File: src/rtl/mux_arbiter_if.sv
// rtl/mux_arbiter_if.sv - request/release/grant bundle between two requesters and the mux arbiter
interface mux_arbiter_if;
  logic req_a;
  logic req_b;
  logic rel_a;
  logic rel_b;
  logic gnt_a;
  logic gnt_b;
  logic sel;
  logic busy;
  logic timeout;

  modport master (
    output req_a, req_b, rel_a, rel_b,
    input  gnt_a, gnt_b, sel, busy, timeout
  );

  modport slave (
    input  req_a, req_b, rel_a, rel_b,
    output gnt_a, gnt_b, sel, busy, timeout
  );
endinterface

File: src/rtl/mux_arbiter.sv
// rtl/mux_arbiter.sv - two-requester round-robin arbiter for a shared mux with hold limit and guard gap
module mux_arbiter #(
  parameter int unsigned HOLD_MAX  = 8,
  parameter int unsigned GUARD_CYC = 1
) (
  input  logic          clk,
  input  logic          rst,
  mux_arbiter_if.slave  bus
);
  typedef enum logic [1:0] {IDLE, OWN_A, OWN_B, GUARD} state_t;

  localparam logic [7:0] HOLD_LIM  = 8'(HOLD_MAX);
  localparam logic [3:0] GUARD_LIM = 4'(GUARD_CYC);

  state_t     r_state;
  logic [7:0] r_hold_cnt;
  logic [3:0] r_guard_cnt;
  logic       r_last_b;
  logic       r_gnt_a;
  logic       r_gnt_b;
  logic       r_sel;
  logic       r_busy;
  logic       r_timeout;

  logic       w_vol_rel;
  logic       w_other_req;
  logic       w_hold_expired;

  always_comb begin
    w_vol_rel      = 1'b0;
    w_other_req    = 1'b0;
    w_hold_expired = (r_hold_cnt >= HOLD_LIM);
    if (r_state == OWN_A) begin
      w_vol_rel   = bus.rel_a | ~bus.req_a;
      w_other_req = bus.req_b;
    end else if (r_state == OWN_B) begin
      w_vol_rel   = bus.rel_b | ~bus.req_b;
      w_other_req = bus.req_a;
    end
  end

  always_ff @(posedge clk) begin
    if (rst) begin
      r_state     <= IDLE;
      r_hold_cnt  <= 8'd0;
      r_guard_cnt <= 4'd0;
      r_last_b    <= 1'b1;
      r_gnt_a     <= 1'b0;
      r_gnt_b     <= 1'b0;
      r_sel       <= 1'b0;
      r_busy      <= 1'b0;
      r_timeout   <= 1'b0;
    end else begin
      r_timeout <= 1'b0;
      case (r_state)
        IDLE: begin
          // On a tie the requester that did not own the mux last wins.
          if (bus.req_a && (!bus.req_b || r_last_b)) begin
            r_state    <= OWN_A;
            r_gnt_a    <= 1'b1;
            r_sel      <= 1'b0;
            r_busy     <= 1'b1;
            r_last_b   <= 1'b0;
            r_hold_cnt <= 8'd1;
          end else if (bus.req_b) begin
            r_state    <= OWN_B;
            r_gnt_b    <= 1'b1;
            r_sel      <= 1'b1;
            r_busy     <= 1'b1;
            r_last_b   <= 1'b1;
            r_hold_cnt <= 8'd1;
          end
        end
        OWN_A, OWN_B: begin
          if (w_vol_rel || (w_hold_expired && w_other_req)) begin
            r_state     <= GUARD;
            r_gnt_a     <= 1'b0;
            r_gnt_b     <= 1'b0;
            r_guard_cnt <= 4'd1;
            r_timeout   <= ~w_vol_rel;
          end else if (r_hold_cnt != 8'hFF) begin
            r_hold_cnt <= r_hold_cnt + 8'd1;
          end
        end
        GUARD: begin
          if (r_guard_cnt >= GUARD_LIM) begin
            r_state <= IDLE;
            r_busy  <= 1'b0;
          end else begin
            r_guard_cnt <= r_guard_cnt + 4'd1;
          end
        end
        default: begin
          r_state <= IDLE;
          r_gnt_a <= 1'b0;
          r_gnt_b <= 1'b0;
          r_busy  <= 1'b0;
        end
      endcase
    end
  end

  assign bus.gnt_a   = r_gnt_a;
  assign bus.gnt_b   = r_gnt_b;
  assign bus.sel     = r_sel;
  assign bus.busy    = r_busy;
  assign bus.timeout = r_timeout;
endmodule

File: src/flat_wrapper.sv
// flat-port wrapper written by rule: the top's interface ports become plain ports
module mux_arbiter_flat 
#(
  parameter int unsigned HOLD_MAX  = 8,
  parameter int unsigned GUARD_CYC = 1
)
  (clk, rst, bus_req_a, bus_req_b, bus_rel_a, bus_rel_b, bus_gnt_a, bus_gnt_b, bus_sel, bus_busy, bus_timeout);
  mux_arbiter_if bus_i ();
  input  logic clk;
  input  logic rst;
  input wire logic [$bits(bus_i.req_a)-1:0] bus_req_a;
  input wire logic [$bits(bus_i.req_b)-1:0] bus_req_b;
  input wire logic [$bits(bus_i.rel_a)-1:0] bus_rel_a;
  input wire logic [$bits(bus_i.rel_b)-1:0] bus_rel_b;
  output wire logic [$bits(bus_i.gnt_a)-1:0] bus_gnt_a;
  output wire logic [$bits(bus_i.gnt_b)-1:0] bus_gnt_b;
  output wire logic [$bits(bus_i.sel)-1:0] bus_sel;
  output wire logic [$bits(bus_i.busy)-1:0] bus_busy;
  output wire logic [$bits(bus_i.timeout)-1:0] bus_timeout;
  assign bus_i.req_a = bus_req_a;
  assign bus_i.req_b = bus_req_b;
  assign bus_i.rel_a = bus_rel_a;
  assign bus_i.rel_b = bus_rel_b;
  assign bus_gnt_a = bus_i.gnt_a;
  assign bus_gnt_b = bus_i.gnt_b;
  assign bus_sel = bus_i.sel;
  assign bus_busy = bus_i.busy;
  assign bus_timeout = bus_i.timeout;
  mux_arbiter #(.HOLD_MAX(HOLD_MAX), .GUARD_CYC(GUARD_CYC)) u_core (.clk(clk), .rst(rst), .bus(bus_i));
endmodule
File: config.mk
export PLATFORM = sky130hd
export DESIGN_NAME = mux_arbiter_flat
export DESIGN_NICKNAME = d
export VERILOG_FILES = /design/src/rtl/mux_arbiter_if.sv /design/src/rtl/mux_arbiter.sv /design/src/flat_wrapper.sv
export SDC_FILE = /design/constraint.sdc
export NUM_CORES = 1
export LEC_CHECK = 0
export ABC_CLOCK_PERIOD_IN_PS = 3300
export CELL_PAD_IN_SITES_DETAIL_PLACEMENT = 2
export CELL_PAD_IN_SITES_GLOBAL_PLACEMENT = 2
export CORE_AREA = 2 2 63 65
export CTS_CLUSTER_SIZE = 30
export DETAILED_ROUTE_END_ITERATION = 8
export DIE_AREA = 0 0 65 67
export PLACE_DENSITY = 0.86
export SLEW_MARGIN = 20
export SYNTH_ARGS = -nofsm -noshare
export SYNTH_HDL_FRONTEND = slang
export SYNTH_SLANG_ARGS = --single-unit
File: constraint.sdc
create_clock -name clk -period 3.3 [get_ports clk]
set_input_delay 0.33 -clock clk [delete_from_list [all_inputs] [get_ports clk]]
set_output_delay 0.33 -clock clk [all_outputs]
set_load 0.01 [all_outputs]
==> flow_metrics.tcl <==
set metrics [dict create \
    status "finished clean" \
    remaining_drc_errors 0 \
    drive_gt1_frac 0.08861 \
    io_pins 11 \
    drt-total-wl_mm 3.960 \
    rsz0062_at_grt "no" \
    syn-cell-area_um2 1247 \
    fmaxAchievable_ghz 0.4432 \
    first_global_vias 1324 \
    yosys_warnings 0 \
    crit_required_ps 3500 \
    p_total_w 0.001019 \
    rr_worst_depth 7 \
    cts_hold_buffers 0 \
    timing.final.setup_violations 0 \
    vias_after_detailed_routing 1212 \
    overflow 0 \
    floorplan.initialDensity 0.3459 \
    worst_setup_path_start_kind "register" \
    nets 175 \
    gate_count_of_the_mapped_netlist 149 \
    clock_tree_from_tritoncts "done" \
    numCtsBuffers 3 \
    power_per_cell_area_nw_per_um2 709.5 \
    timing.slew.headroom 0.6638 \
    drt-vias-per-instance 5.883 \
    crit_path_end_kind "register" \
    synth_edf_count 0 \
    hpwlAfterDp_mm 2.995 \
    path_buf_inv 2 \
    post_drt_wl_per_cell_um 19.22 \
    worstHoldEndpoint "u_core.r_guard_cnt[3]" \
    antennaDiodeCount 0 \
    post_synth_num_cell_types 47 \
    share_of_the_synthesized_area_in_compound_gates_ao_oa_aoi_oai 0.3049 \
    final.period_utilization 0.6837 \
    synth_area_in_xor_xnor 0 \
    crit_top_cell "inv_1" \
    r2r-start "u_core.r_state[0]" \
    portBuffers 10 \
    synthToLayoutAreaGrowth_pct 15.15 \
    postSynth.topFlopCell "dfxtp_1" \
    die_y_um 67 \
    cap_viol_max_count 0 \
    synth.yosys.seq_area_share 0.3210 \
    worst-endpoint-arrival_ps 2450 \
    synth_top_family_by_area "compound AO/OA/AOI/OAI gates" \
    timing.setup.critical_path_class "register to register" \
    synth_mux_area_frac 0 \
    holdPathStages 1 \
    die_w_um 65 \
    synth-seq-cells 20 \
    clock-skew-final_ps 4.339 \
    min_path_type "register to register" \
    cpMaxStageDelayCell "or4_1" \
    finalCriticalPeriod_ps 2256 \
    cts_sinks 20 \
    place_area_um2 1395 \
    dieArea_um2 4355 \
    grt_start_max_net_pins 16 \
    detailedRoute.firstIterationViolations 38 \
    initial_antenna_violation_count 0 \
    cts_setup_buffers 0 \
    track_usage 0.2053 \
    postCtsResizedCells 0 \
    worstMarginPinSlew_ps 504.3 \
    regToRegSetupSlack_ps 1040 \
    synthSimpleGateAreaFrac 0.2287 \
    root_buffer_master "clkbuf_8" \
    worst_r2r_endpoint "u_core.r_hold_cnt[4]" \
    worstHoldStart "u_core.r_guard_cnt[3]" \
    highest_cell_delay_on_the_worst_timing_path_ps 510 \
    vdd_ir_drop_max_mv 0.2620 \
    stdcell_area_um2 1436 \
    p_leak_nw 0.5581 \
    async_flop_share 0 \
    filler_cell_count 413 \
    fin_tns_setup_ps 0 \
    cpLargestDelayFamily "simple AND/OR/NAND/NOR gates" \
    hold_fails_final_rpt 0 \
    path_clk_slew_ps 80 \
    yosys.area_share.adder 0.09027 \
    synthesis.nets 164 \
    cts_h_tree_lvls 1 \
    postRouteAntennaNets 0 \
    drt_pre_antenna_iters 4 \
    cts.path.max_buffers 2 \
    routabilityCongestion 0.8180 \
    worstPathCellList "inv_1, ha_1, inv_1, nor2_1, nand2_1, or4_1, nand3_1" \
    timing.critical_path.fanout_max 9 \
    placement_rows 22 \
    slew_viol_final 0 \
    synthesis.area_per_instance_um2 8.372 \
    grt_pass1_wl_mm 6.665 \
    clock_latency_reported_for_the_late_side_of_the_worst_skew_pair_ps 260 \
    placeableCoreArea_um2 3606 \
]
## how the worst max path moves through the flow
| stage | end | slack [ps] | start | cells after the start |
|---|---|---|---|---|
| after floorplan | u_core.r_hold_cnt[5] | 1450 | u_core.r_state[0] | 8 |
| after global placement | u_core.r_hold_cnt[7] | 1120 | bus_req_b | 6 |
| after detailed placement | u_core.r_hold_cnt[7] | 1030 | bus_req_b | 6 |
| after CTS | u_core.r_hold_cnt[4] | 1060 | u_core.r_state[0] | 7 |
| after global routing | u_core.r_hold_cnt[3] | 900 | u_core.r_state[1] | 7 |
| final | u_core.r_hold_cnt[4] | 1040 | u_core.r_state[0] | 7 |
## layout by cell type, fill, tap and decap left out, types with 2 or more instances in the layout
cell type        instances
a22oi_1                  2
a21oi_1                  9
a22o_1                   2
nand2b_1                 2
nand3_1                  9
a211oi_1                 3
and3_1                   2
clkdlybuf4s50_1         10
o21a_1                   2
nand2_1                 11
inv_1                   13
o211ai_1                 4
or4_1                    5
ha_1                     9
o21ai_0                  6
a41oi_1                  2
a311oi_1                 2
nand4_1                  2
clkbuf_8                 3
a21o_1                   4
nor2_1                  10
dfxtp_1                 20
## routing by layer
metal,wire (µm),vias to the layer above,track usage
li1,-,576,-
met1,1825,619,0.2429
met2,2036,13,0.3776
met3,64,4,0.02872
met4,34,0,0.06915
met5,0,-,0
## worst reg2reg max path, delay by kind of cell, from the launching register on
kind / cells / cell delay (ps)
adder cells (fa/ha/maj): 1 / 470
AND/OR/NAND/NOR: 4 / 1090
flip-flops: 1 / 380
buffers and inverters: 2 / 270
## flip-flops by register name (all words and copies together), names as in the netlist
register	flops
u_core.r_guard_cnt	4
u_core.bus.timeout	1
u_core.bus.busy	1
u_core.r_state	2
u_core.bus.gnt_a	1
u_core.bus.gnt_b	1
u_core.bus.sel	1
u_core.r_last_b	1
u_core.r_hold_cnt	8
## cells in the mapped netlist, types with 2 or more instances
master,count,area share
ha_1,9,0.090
clkbuf_1,4,0.012
nand3_1,9,0.036
a22o_1,2,0.014
o211ai_1,4,0.024
nand2_1,11,0.033
nor2_1,10,0.030
or4_1,5,0.030
a311oi_1,2,0.014
a22oi_1,2,0.012
a41oi_1,2,0.014
a211oi_1,3,0.018
dfxtp_1,20,0.32
nand4_1,2,0.010
o21ai_0,6,0.024
and3_1,2,0.010
nand2b_1,2,0.010
a21o_1,4,0.024
a21oi_1,9,0.036
o21a_1,2,0.012
inv_1,13,0.039
## power breakdown
group	switching [W]	total (W)	internal, W
Sequential	0.0000412	0.000330	0.000289
Clock	0.0000816	0.000163	0.0000814
Combinational	0.000331	0.000526	0.000194
## area by class of cell
cell class	count	area, µm²	area share
multi-input cells	111	778.2	0.5418
well taps	48	60.06	0.04181
repair buffers	11	107.6	0.07491
flip-flops and latches	20	400.4	0.2787
inverters	13	48.80	0.03397
clock buffers	3	41.29	0.02875
## per-stage QoR
step	hold WS (ps)	setup WS, ps	instances	util
final	477.9	1044	206	0.3983
after global routing	498.8	900.2	206	0.3983
after CTS	483.3	1057	206	0.3983
after detailed placement	472.7	1034	203	0.3869
after global placement	456.3	1118	203	0.3869
after floorplan	402.1	1450	149	-
## cell families (layout without fill, tap and decap cells)
| logic type | Yosys count | in the layout |
|---|---|---|
| flops | 20 | 20 |
| simple gates | 51 | 51 |
| fa+ha+maj | 9 | 9 |
| buf+inv | 18 | 27 |
| compound gates | 51 | 51 |
(Power assumes the default switching activity.)
